===== src/rtl/regfile_wb_arbiter_if.sv =====
// regfile_wb_arbiter_if: writeback bus between execute/decode and the register file write port
// Ports (signals): alu_valid/alu_addr/alu_data ALU result; mdu_valid/mdu_ready/mdu_addr/mdu_data MDU handshake;
//   D/D_En/D_Addr register file write port; S_Addr/T_Addr decode reads; s_pend/t_pend hazard flags; fifo_count occupancy.
interface regfile_wb_arbiter_if #(parameter int DEPTH = 4);
  logic                     alu_valid;
  logic [4:0]               alu_addr;
  logic [31:0]              alu_data;
  logic                     mdu_valid;
  logic                     mdu_ready;
  logic [4:0]               mdu_addr;
  logic [31:0]              mdu_data;
  logic [31:0]              D;
  logic                     D_En;
  logic [4:0]               D_Addr;
  logic [4:0]               S_Addr;
  logic [4:0]               T_Addr;
  logic                     s_pend;
  logic                     t_pend;
  logic [$clog2(DEPTH):0]   fifo_count;
  modport master (
    output alu_valid, alu_addr, alu_data, mdu_valid, mdu_addr, mdu_data, S_Addr, T_Addr,
    input  mdu_ready, D, D_En, D_Addr, s_pend, t_pend, fifo_count
  );
  modport slave (
    input  alu_valid, alu_addr, alu_data, mdu_valid, mdu_addr, mdu_data, S_Addr, T_Addr,
    output mdu_ready, D, D_En, D_Addr, s_pend, t_pend, fifo_count
  );
endinterface


===== src/rtl/regfile_wb_arbiter.sv =====
// regfile_wb_arbiter: merges ALU and buffered MDU results onto the single register file write port
// Ports: clk rising-edge clock; reset async active-low; bus slave modport of regfile_wb_arbiter_if
//   (ALU/MDU inputs, registered D/D_En/D_Addr, combinational s_pend/t_pend, mdu_ready, fifo_count).
module regfile_wb_arbiter #(parameter int DEPTH = 4) (
  input logic                clk,
  input logic                reset,
  regfile_wb_arbiter_if.slave bus
);
  localparam int AW = $clog2(DEPTH);
  logic [DEPTH-1:0] live;
  logic [4:0]       addr_q [DEPTH];
  logic [31:0]      data_q [DEPTH];
  logic [AW-1:0]    head, tail;
  logic [AW:0]      count;
  logic [31:0]      d_q;
  logic             en_q;
  logic [4:0]       waddr_q;
  logic [DEPTH-1:0] hit_s, hit_t;
  logic             alu_wr, push, pop;
  assign alu_wr        = bus.alu_valid && |bus.alu_addr;
  assign bus.mdu_ready = count < (AW+1)'(DEPTH);
  assign push          = bus.mdu_valid && bus.mdu_ready && |bus.mdu_addr;
  assign pop           = !alu_wr && |count;
  assign bus.D          = d_q;
  assign bus.D_En       = en_q;
  assign bus.D_Addr     = waddr_q;
  assign bus.fifo_count = count;
  always_ff @(posedge clk or negedge reset) begin
    if (!reset) begin
      live    <= '0;
      head    <= '0;
      tail    <= '0;
      count   <= '0;
      d_q     <= '0;
      en_q    <= 1'b0;
      waddr_q <= '0;
      for (int i = 0; i < DEPTH; i++) begin
        addr_q[i] <= '0;
        data_q[i] <= '0;
      end
    end else begin
      count <= count + (AW+1)'(push) - (AW+1)'(pop);
      if (pop) head <= head + 1'b1;
      // live is cleared on pop too, so only occupied slots ever take part in hazard checks
      for (int i = 0; i < DEPTH; i++)
        if ((alu_wr && addr_q[i] == bus.alu_addr) || (pop && AW'(i) == head)) live[i] <= 1'b0;
      // a same-cycle push lands after the kill, so it stays live as the younger write
      if (push) begin
        live[tail]   <= 1'b1;
        addr_q[tail] <= bus.mdu_addr;
        data_q[tail] <= bus.mdu_data;
        tail         <= tail + 1'b1;
      end
      if (alu_wr) begin
        en_q    <= 1'b1;
        waddr_q <= bus.alu_addr;
        d_q     <= bus.alu_data;
      end else if (pop) begin
        en_q    <= live[head];
        waddr_q <= addr_q[head];
        d_q     <= data_q[head];
      end else
        en_q <= 1'b0;
    end
  end
  always_comb begin
    hit_s = '0;
    hit_t = '0;
    for (int i = 0; i < DEPTH; i++) begin
      hit_s[i] = live[i] && addr_q[i] == bus.S_Addr;
      hit_t[i] = live[i] && addr_q[i] == bus.T_Addr;
    end
  end
  assign bus.s_pend = |bus.S_Addr && ((en_q && waddr_q == bus.S_Addr) ||
                      (bus.alu_valid && bus.alu_addr == bus.S_Addr) || |hit_s);
  assign bus.t_pend = |bus.T_Addr && ((en_q && waddr_q == bus.T_Addr) ||
                      (bus.alu_valid && bus.alu_addr == bus.T_Addr) || |hit_t);
endmodule


===== src/flat_wrapper.sv =====
// flat-port wrapper written by rule: the top's interface ports become plain ports
module regfile_wb_arbiter_flat 
#(parameter int DEPTH = 4)
  (clk, reset, bus_alu_valid, bus_alu_addr, bus_alu_data, bus_mdu_valid, bus_mdu_addr, bus_mdu_data, bus_S_Addr, bus_T_Addr, bus_mdu_ready, bus_D, bus_D_En, bus_D_Addr, bus_s_pend, bus_t_pend, bus_fifo_count);
  regfile_wb_arbiter_if #(.DEPTH(DEPTH)) bus_i ();
  input logic clk;
  input logic reset;
  input wire logic [$bits(bus_i.alu_valid)-1:0] bus_alu_valid;
  input wire logic [$bits(bus_i.alu_addr)-1:0] bus_alu_addr;
  input wire logic [$bits(bus_i.alu_data)-1:0] bus_alu_data;
  input wire logic [$bits(bus_i.mdu_valid)-1:0] bus_mdu_valid;
  input wire logic [$bits(bus_i.mdu_addr)-1:0] bus_mdu_addr;
  input wire logic [$bits(bus_i.mdu_data)-1:0] bus_mdu_data;
  input wire logic [$bits(bus_i.S_Addr)-1:0] bus_S_Addr;
  input wire logic [$bits(bus_i.T_Addr)-1:0] bus_T_Addr;
  output wire logic [$bits(bus_i.mdu_ready)-1:0] bus_mdu_ready;
  output wire logic [$bits(bus_i.D)-1:0] bus_D;
  output wire logic [$bits(bus_i.D_En)-1:0] bus_D_En;
  output wire logic [$bits(bus_i.D_Addr)-1:0] bus_D_Addr;
  output wire logic [$bits(bus_i.s_pend)-1:0] bus_s_pend;
  output wire logic [$bits(bus_i.t_pend)-1:0] bus_t_pend;
  output wire logic [$bits(bus_i.fifo_count)-1:0] bus_fifo_count;
  assign bus_i.alu_valid = bus_alu_valid;
  assign bus_i.alu_addr = bus_alu_addr;
  assign bus_i.alu_data = bus_alu_data;
  assign bus_i.mdu_valid = bus_mdu_valid;
  assign bus_i.mdu_addr = bus_mdu_addr;
  assign bus_i.mdu_data = bus_mdu_data;
  assign bus_i.S_Addr = bus_S_Addr;
  assign bus_i.T_Addr = bus_T_Addr;
  assign bus_mdu_ready = bus_i.mdu_ready;
  assign bus_D = bus_i.D;
  assign bus_D_En = bus_i.D_En;
  assign bus_D_Addr = bus_i.D_Addr;
  assign bus_s_pend = bus_i.s_pend;
  assign bus_t_pend = bus_i.t_pend;
  assign bus_fifo_count = bus_i.fifo_count;
  regfile_wb_arbiter #(.DEPTH(DEPTH)) u_core (.clk(clk), .reset(reset), .bus(bus_i));
endmodule

===== config.mk =====
export PLATFORM = sky130hd
export DESIGN_NAME = regfile_wb_arbiter_flat
export DESIGN_NICKNAME = d
export VERILOG_FILES = /design/src/rtl/regfile_wb_arbiter_if.sv /design/src/rtl/regfile_wb_arbiter.sv /design/src/flat_wrapper.sv
export SDC_FILE = /design/constraint.sdc
export NUM_CORES = 1
export LEC_CHECK = 0
export CORE_AREA = 2 2 133 160
export CTS_CLUSTER_DIAMETER = 50
export CTS_CLUSTER_SIZE = 25
export DETAILED_ROUTE_END_ITERATION = 6
export DIE_AREA = 0 0 135 162
export PLACE_DENSITY = 0.76
export SLEW_MARGIN = 10
export SYNTH_ARGS = -nofsm -noshare
export SYNTH_HDL_FRONTEND = slang
export SYNTH_SLANG_ARGS = --single-unit

===== constraint.sdc =====
create_clock -name clk -period 2.15 [get_ports clk]
set_input_delay 0.43 -clock clk [delete_from_list [all_inputs] [get_ports clk]]
set_output_delay 0.43 -clock clk [all_outputs]
set_load 0.01 [all_outputs]

# Word level (Yosys, flattened, before mapping)

Cells that the tools add are included.

Bits in registers: 197
Output and inout bits: 44
Word-level logic and storage cells: 121

$add $sub $neg: 4
$lt $le $gt $ge: 7
Eq/ne operators: 19
Muxes and demuxes: 27
Bitwise operators: 3
Reductions and logical operators: 46

Operator list:

| operator                                           | number |
|---|---|
| two-way mux 32 bit                                 | 5 |
| bitwise mux 128 bit                                | 1 |
| == test 5 bit                                      | 16 |
| binary-select mux 32 bit (select 2 bit)            | 1 |
| demux 32 bit (select 2 bit)                        | 1 |
| logical AND 1 bit                                  | 28 |
| two-way mux 5 bit                                  | 5 |
| bitwise mux 20 bit                                 | 1 |
| OR reduction 5 bit                                 | 4 |
| binary-select mux 5 bit (select 2 bit)             | 1 |
| demux 5 bit (select 2 bit)                         | 1 |
| logical OR 1 bit                                   | 8 |
| two-way mux 1 bit                                  | 8 |
| OR reduction 4 bit                                 | 2 |
| >= comparator 3 bit, second input constant         | 2 |
| < comparator 2 x 3 -> 1 bit, second input constant | 2 |
| inverter 2 -> 3 bit                                | 2 |
| adder 2 x 1 -> 2 bit, second input constant        | 2 |
| == test 2 bit, first input constant                | 2 |
| two-way mux 4 bit                                  | 1 |
| bitwise OR 4 bit                                   | 1 |
| adder 3 x 1 -> 3 bit                               | 1 |
| < comparator 3 x 1 -> 1 bit, second input constant | 1 |
| < comparator 3 bit, second input constant          | 1 |
| 9 further kinds                                    | 9 |

# Logic depth before layout (Yosys ltp)

Word-level depth: 9
Depth in mapped cells: 9
Depth with buffers taken out: 7

# Worst setup path before layout

OpenSTA, ideal clock, no wires.

Kind: input-to-reg
Start point: in bus_alu_addr[0]
End point: reg u_core.count[2] (netlist: u_core.bus.fifo_count[2])
Data arrival time: 2.381 ns
Required time: 2.027 ns
Slack: -0.353 ns
Stages on the path: 9
Path buffers: 3
Cell sequence: buf_2 -> or4_1 -> o21ai_2 -> buf_6 -> buf_4 -> o21ai_0 -> ha_1 -> fa_1 -> xnor2_1

Longest elaborated chain between the ends: 5

Ends and longest elaborated chain:

| what                      | line                     | source |
|---|---|---|
| start, declared           | flat_wrapper.sv:9        | `input wire logic [$bits(bus_i.alu_addr)-1:0] bus_alu_addr;` |
| OR reduction 5 bit        | regfile_wb_arbiter.sv:20 | `assign alu_wr = bus.alu_valid && \|bus.alu_addr;` |
| logical AND 1 bit         | regfile_wb_arbiter.sv:20 |  |
| logical NOT 1 bit         | regfile_wb_arbiter.sv:23 | `assign pop = !alu_wr && \|count;` |
| logical AND 1 bit         | regfile_wb_arbiter.sv:23 |  |
| subtractor 3 x 1 -> 3 bit | regfile_wb_arbiter.sv:42 | `count <= count + (AW+1)'(push) - (AW+1)'(pop);` |
| end signal, assigned      | regfile_wb_arbiter.sv:42 |  |
| end, declared             | regfile_wb_arbiter.sv:14 | `logic [AW:0] count;` |

No other way between the ends.
A chain may end at the register's enable or synchronous reset.

# Worst setup path in the final report

Start point: in bus_S_Addr[4]
End point: out bus_s_pend

Longest elaborated chain between the ends: 5
Elaborated cells between the ends (all ways): 17

Ends and longest elaborated chain:

| what                                                   | line                                                                         | source |
|---|---|---|
| start, declared                                        | flat_wrapper.sv:14                                                           | `input wire logic [$bits(bus_i.S_Addr)-1:0] bus_S_Addr;` |
| == test 5 bit, on equally long branches                | regfile_wb_arbiter.sv:70, regfile_wb_arbiter.sv:74, regfile_wb_arbiter.sv:75 |  |
| logical AND 1 bit, on equally long branches            | regfile_wb_arbiter.sv:70, regfile_wb_arbiter.sv:74, regfile_wb_arbiter.sv:75 |  |
| OR reduction 4 bit or logical OR 1 bit (tied branches) | regfile_wb_arbiter.sv:75, regfile_wb_arbiter.sv:74                           |  |
| logical OR 1 bit                                       | regfile_wb_arbiter.sv:75                                                     | `(bus.alu_valid && bus.alu_addr == bus.S_Addr) \|\| \|hit_s);` |
| logical AND 1 bit *                                    | regfile_wb_arbiter.sv:74                                                     | `assign bus.s_pend = \|bus.S_Addr && ((en_q && waddr_q == bus.S_Addr) \|\|` |
| end, declared                                          | flat_wrapper.sv:20                                                           | `output wire logic [$bits(bus_i.s_pend)-1:0] bus_s_pend;` |

Mark *: on every way between the ends. The rest lies on a longest branch, timed or not.

==> impl_metrics.toml <==
[timing]
hold_viol = 0
finClkSkew_ps = 12.2
period_needed_ps = 2320
max_freq_mhz = 432
setup_viol = 2
final_max_slew_viol_count = 0
setup_slack_ps = -166
finalCritPeriodShare_pct = 108
slew_headroom_pct = 69.2
worst_slew_pin_slew_ps = 462
rsz0062_at_grt = "yes"

[yosys]
synthTopCellsByArea = "dfrtp_1 (48%), mux2_4 (11%), mux4_2 (8.4%)"
synth_cell_types = 31
synth-seq-cells = 197
synth_area_leader_cell = "dfrtp_1"
yosysWarningCount = 0
synth-edff-count = 0
syn_inst = 716
seq_area_frac_synth_pct = 48.3
synthTopCellsByCount = "dfrtp_1 (197), mux2_4 (76), mux2_2 (74), xor2_1 (57), mux4_2 (38)"
postSynth.asyncResetShare_pct = 100
synth_ff_type = "dfrtp_1"
synth_top_area_share_pct = 48.3
yosysMostFrequentCell = "dfrtp_1"
netlist_area_um2 = 10200
syn_nets = 814
avgSynthCellArea_um2 = 14.2

[worst_setup_path]
crit_type = "in -> out"
r2r-end = "u_core.bus.D_Addr[0]"
cp_max_fo = 7
r2r_slack_ps = 310
crit_arrival_ps = 1890
r2r_cells = 4
cp.required_ps = 1720
r2r_start = "u_core.head[0]"
critPathCaptureType = "primary output"
start_kind = "input port"

[place]
place_ws_ps = -709
placed_area_um2 = 12200
dp_hpwl_um = 16200
port_buffers = 131
gp_congestion = 0.906

[die]
start_util_pct = 50.4
die-height_um = 162
rows = 57
die_area_um2 = 21900
die_w_um = 135
top_level_ports = 132
core_um2 = 20300

[global_route]
antenna_found_initial = 0
grt_max_degree = 49
grt_usage_pct = 22.6
gr-total-overflow = 0
grt_pass1_vias = 6985
grt_pass1_wl_um = 37900

[clock_network]
cts_root_buffer = "clkbuf_16"
h-tree-depth = 4
cts_buffers = 17
path_clk_slew_ps = 70
clock-sinks = 197
cts_tree = "done"
clk-insertion-delay-late_ps = 440
clock_path_buffers = 2

[drt]
drt-total-wl_um = 23600
antenna_left = 0
drtPass1Iterations = 4
num_vias = 6431
drtIter0Drc = 346
routed_via_density = 5.44
routedWlPerCell_um = 19.9
drc = 0

[final_layout]
final_area_um2 = 13000
regArea_um2 = 4940
drive_above_1_share_pct = 36.8
final_nets = 1002
antenna_cells = 0
syn2layout_area_growth_pct = 27.6
fill_cells = 1507
multi_input_area_um2 = 4870

[run]
cap_violations = 0

[status]
violations = "setup timing"
status = "complete, but fails checks"

[power]
p_leak_nw = 6.04
power_density_nw_per_um2 = 1440
power_mw = 18.7
peakVddDrop_v = 0.000697

[hold_path]
holdPathEnd = "u_core.addr_q[13]"
hp-class = "in -> reg"
hold_path_depth = 3
hold_start = "bus_mdu_addr[3]"
## sequential cells by signal, summed over array words and instances (netlist names)
signal                 cells
u_core.live                4
u_core.bus.fifo_count      3
u_core.bus.D_Addr          5
u_core.bus.D_En            1
u_core.tail                2
u_core.data_q            128
u_core.head                2
u_core.addr_q             20
u_core.bus.D              32
## through the flow
| step | setup TNS, ps | std cells | util (%) | hold slack [ps] |
|---|---|---|---|---|
| floorplan | -371 | 716 | - | 134 |
| global placement | -84100 | 1139 | 60.4 | 394 |
| detailed placement | -85260 | 1139 | 60.4 | 397 |
| CTS | -305 | 1179 | 63.8 | 492 |
| global route | -452 | 1182 | 64.2 | 471 |
| finish | -262 | 1182 | 64.2 | 485 |
## critical path, stage by stage
cell,delay (ps)
clkdlybuf4s50_1,420
buf_6,150
xor2_1,140
nor4_1,260
nand3_1,130
nand2_1,70
o22a_1,140
buf_2,130
## report_power, final
group	total, mW	internal, mW	switching, mW
Combinational	8.71	5.44	3.27
Sequential	6.98	5.60	1.38
Clock	3.05	1.55	1.50
Total	18.7	12.6	6.15
## worst max path at each step
| stage | from | endpoint | slack (ps) | depth (start not counted) |
|---|---|---|---|---|
| floorplan | bus_alu_addr[2] | u_core.bus.fifo_count[2] | -190 | 9 |
| global placement | bus_T_Addr[3] | bus_t_pend | -730 | 7 |
| detailed placement | bus_T_Addr[3] | bus_t_pend | -710 | 7 |
| CTS | u_core.bus.D_Addr[2] | bus_s_pend | -160 | 7 |
| global route | u_core.bus.D_Addr[2] | bus_s_pend | -250 | 7 |
| finish | bus_S_Addr[4] | bus_s_pend | -170 | 8 |
## per-layer routing
layer	global-route usage (%)	wire (µm)
met4	7.34	476
met5	0	0
met3	4.43	942
met2	38.0	12200
met1	29.6	9930
## final cells by class
type	instances	area share (%)
clock buffer	18	3.38
clock inverter	14	0.923
inverter	7	0.202
multi-input combinational	459	37.5
sequential	197	38.0
tap	265	2.55
timing repair buffer	222	17.5
## layout by cell type, fill, tap and decap left out, types with 3 or more instances in the layout
master           count
a21oi_1             35
buf_12              16
buf_4               62
buf_6                8
clkbuf_16           18
clkdlybuf4s50_1    112
clkinv_4             4
dfrtp_1            188
dfrtp_2              9
dlygate4sd2_1       14
ha_1                 8
inv_1                7
inv_6                3
inv_8                3
mux2_2              74
mux2_4              76
mux2i_1             36
mux4_2              38
nand2_1             11
nand3_1             20
nor2_1              35
nor4_1              14
o21ai_0              5
xnor2_1             27
xor2_1              56
## cell families after synthesis
logic type | count (synthesis) | synth area share [%]
flip-flops | 197 | 48.3
AO/OA/AOI/OAI | 47 | 2.53
XOR/XNOR | 84 | 7.21
adder cells (fa/ha/maj) | 10 | 1.30
buffers and inverters | 60 | 4.74
multiplexers | 224 | 31.3
AND/OR/NAND/NOR | 94 | 4.60
## timing repair
| item | in CTS | in global routing |
|---|---|---|
| cloned | 2 | 1 |
| hold buffers | 1 | 0 |
| pin swaps | 16 | 11 |
| endpoints found under the setup margin | 48 | 18 |
| hold endpoints to repair | 38 | 0 |
| resized for setup | 39 | 9 |
| setup buffers | 5 | 2 |
(Power assumes the default switching activity.)
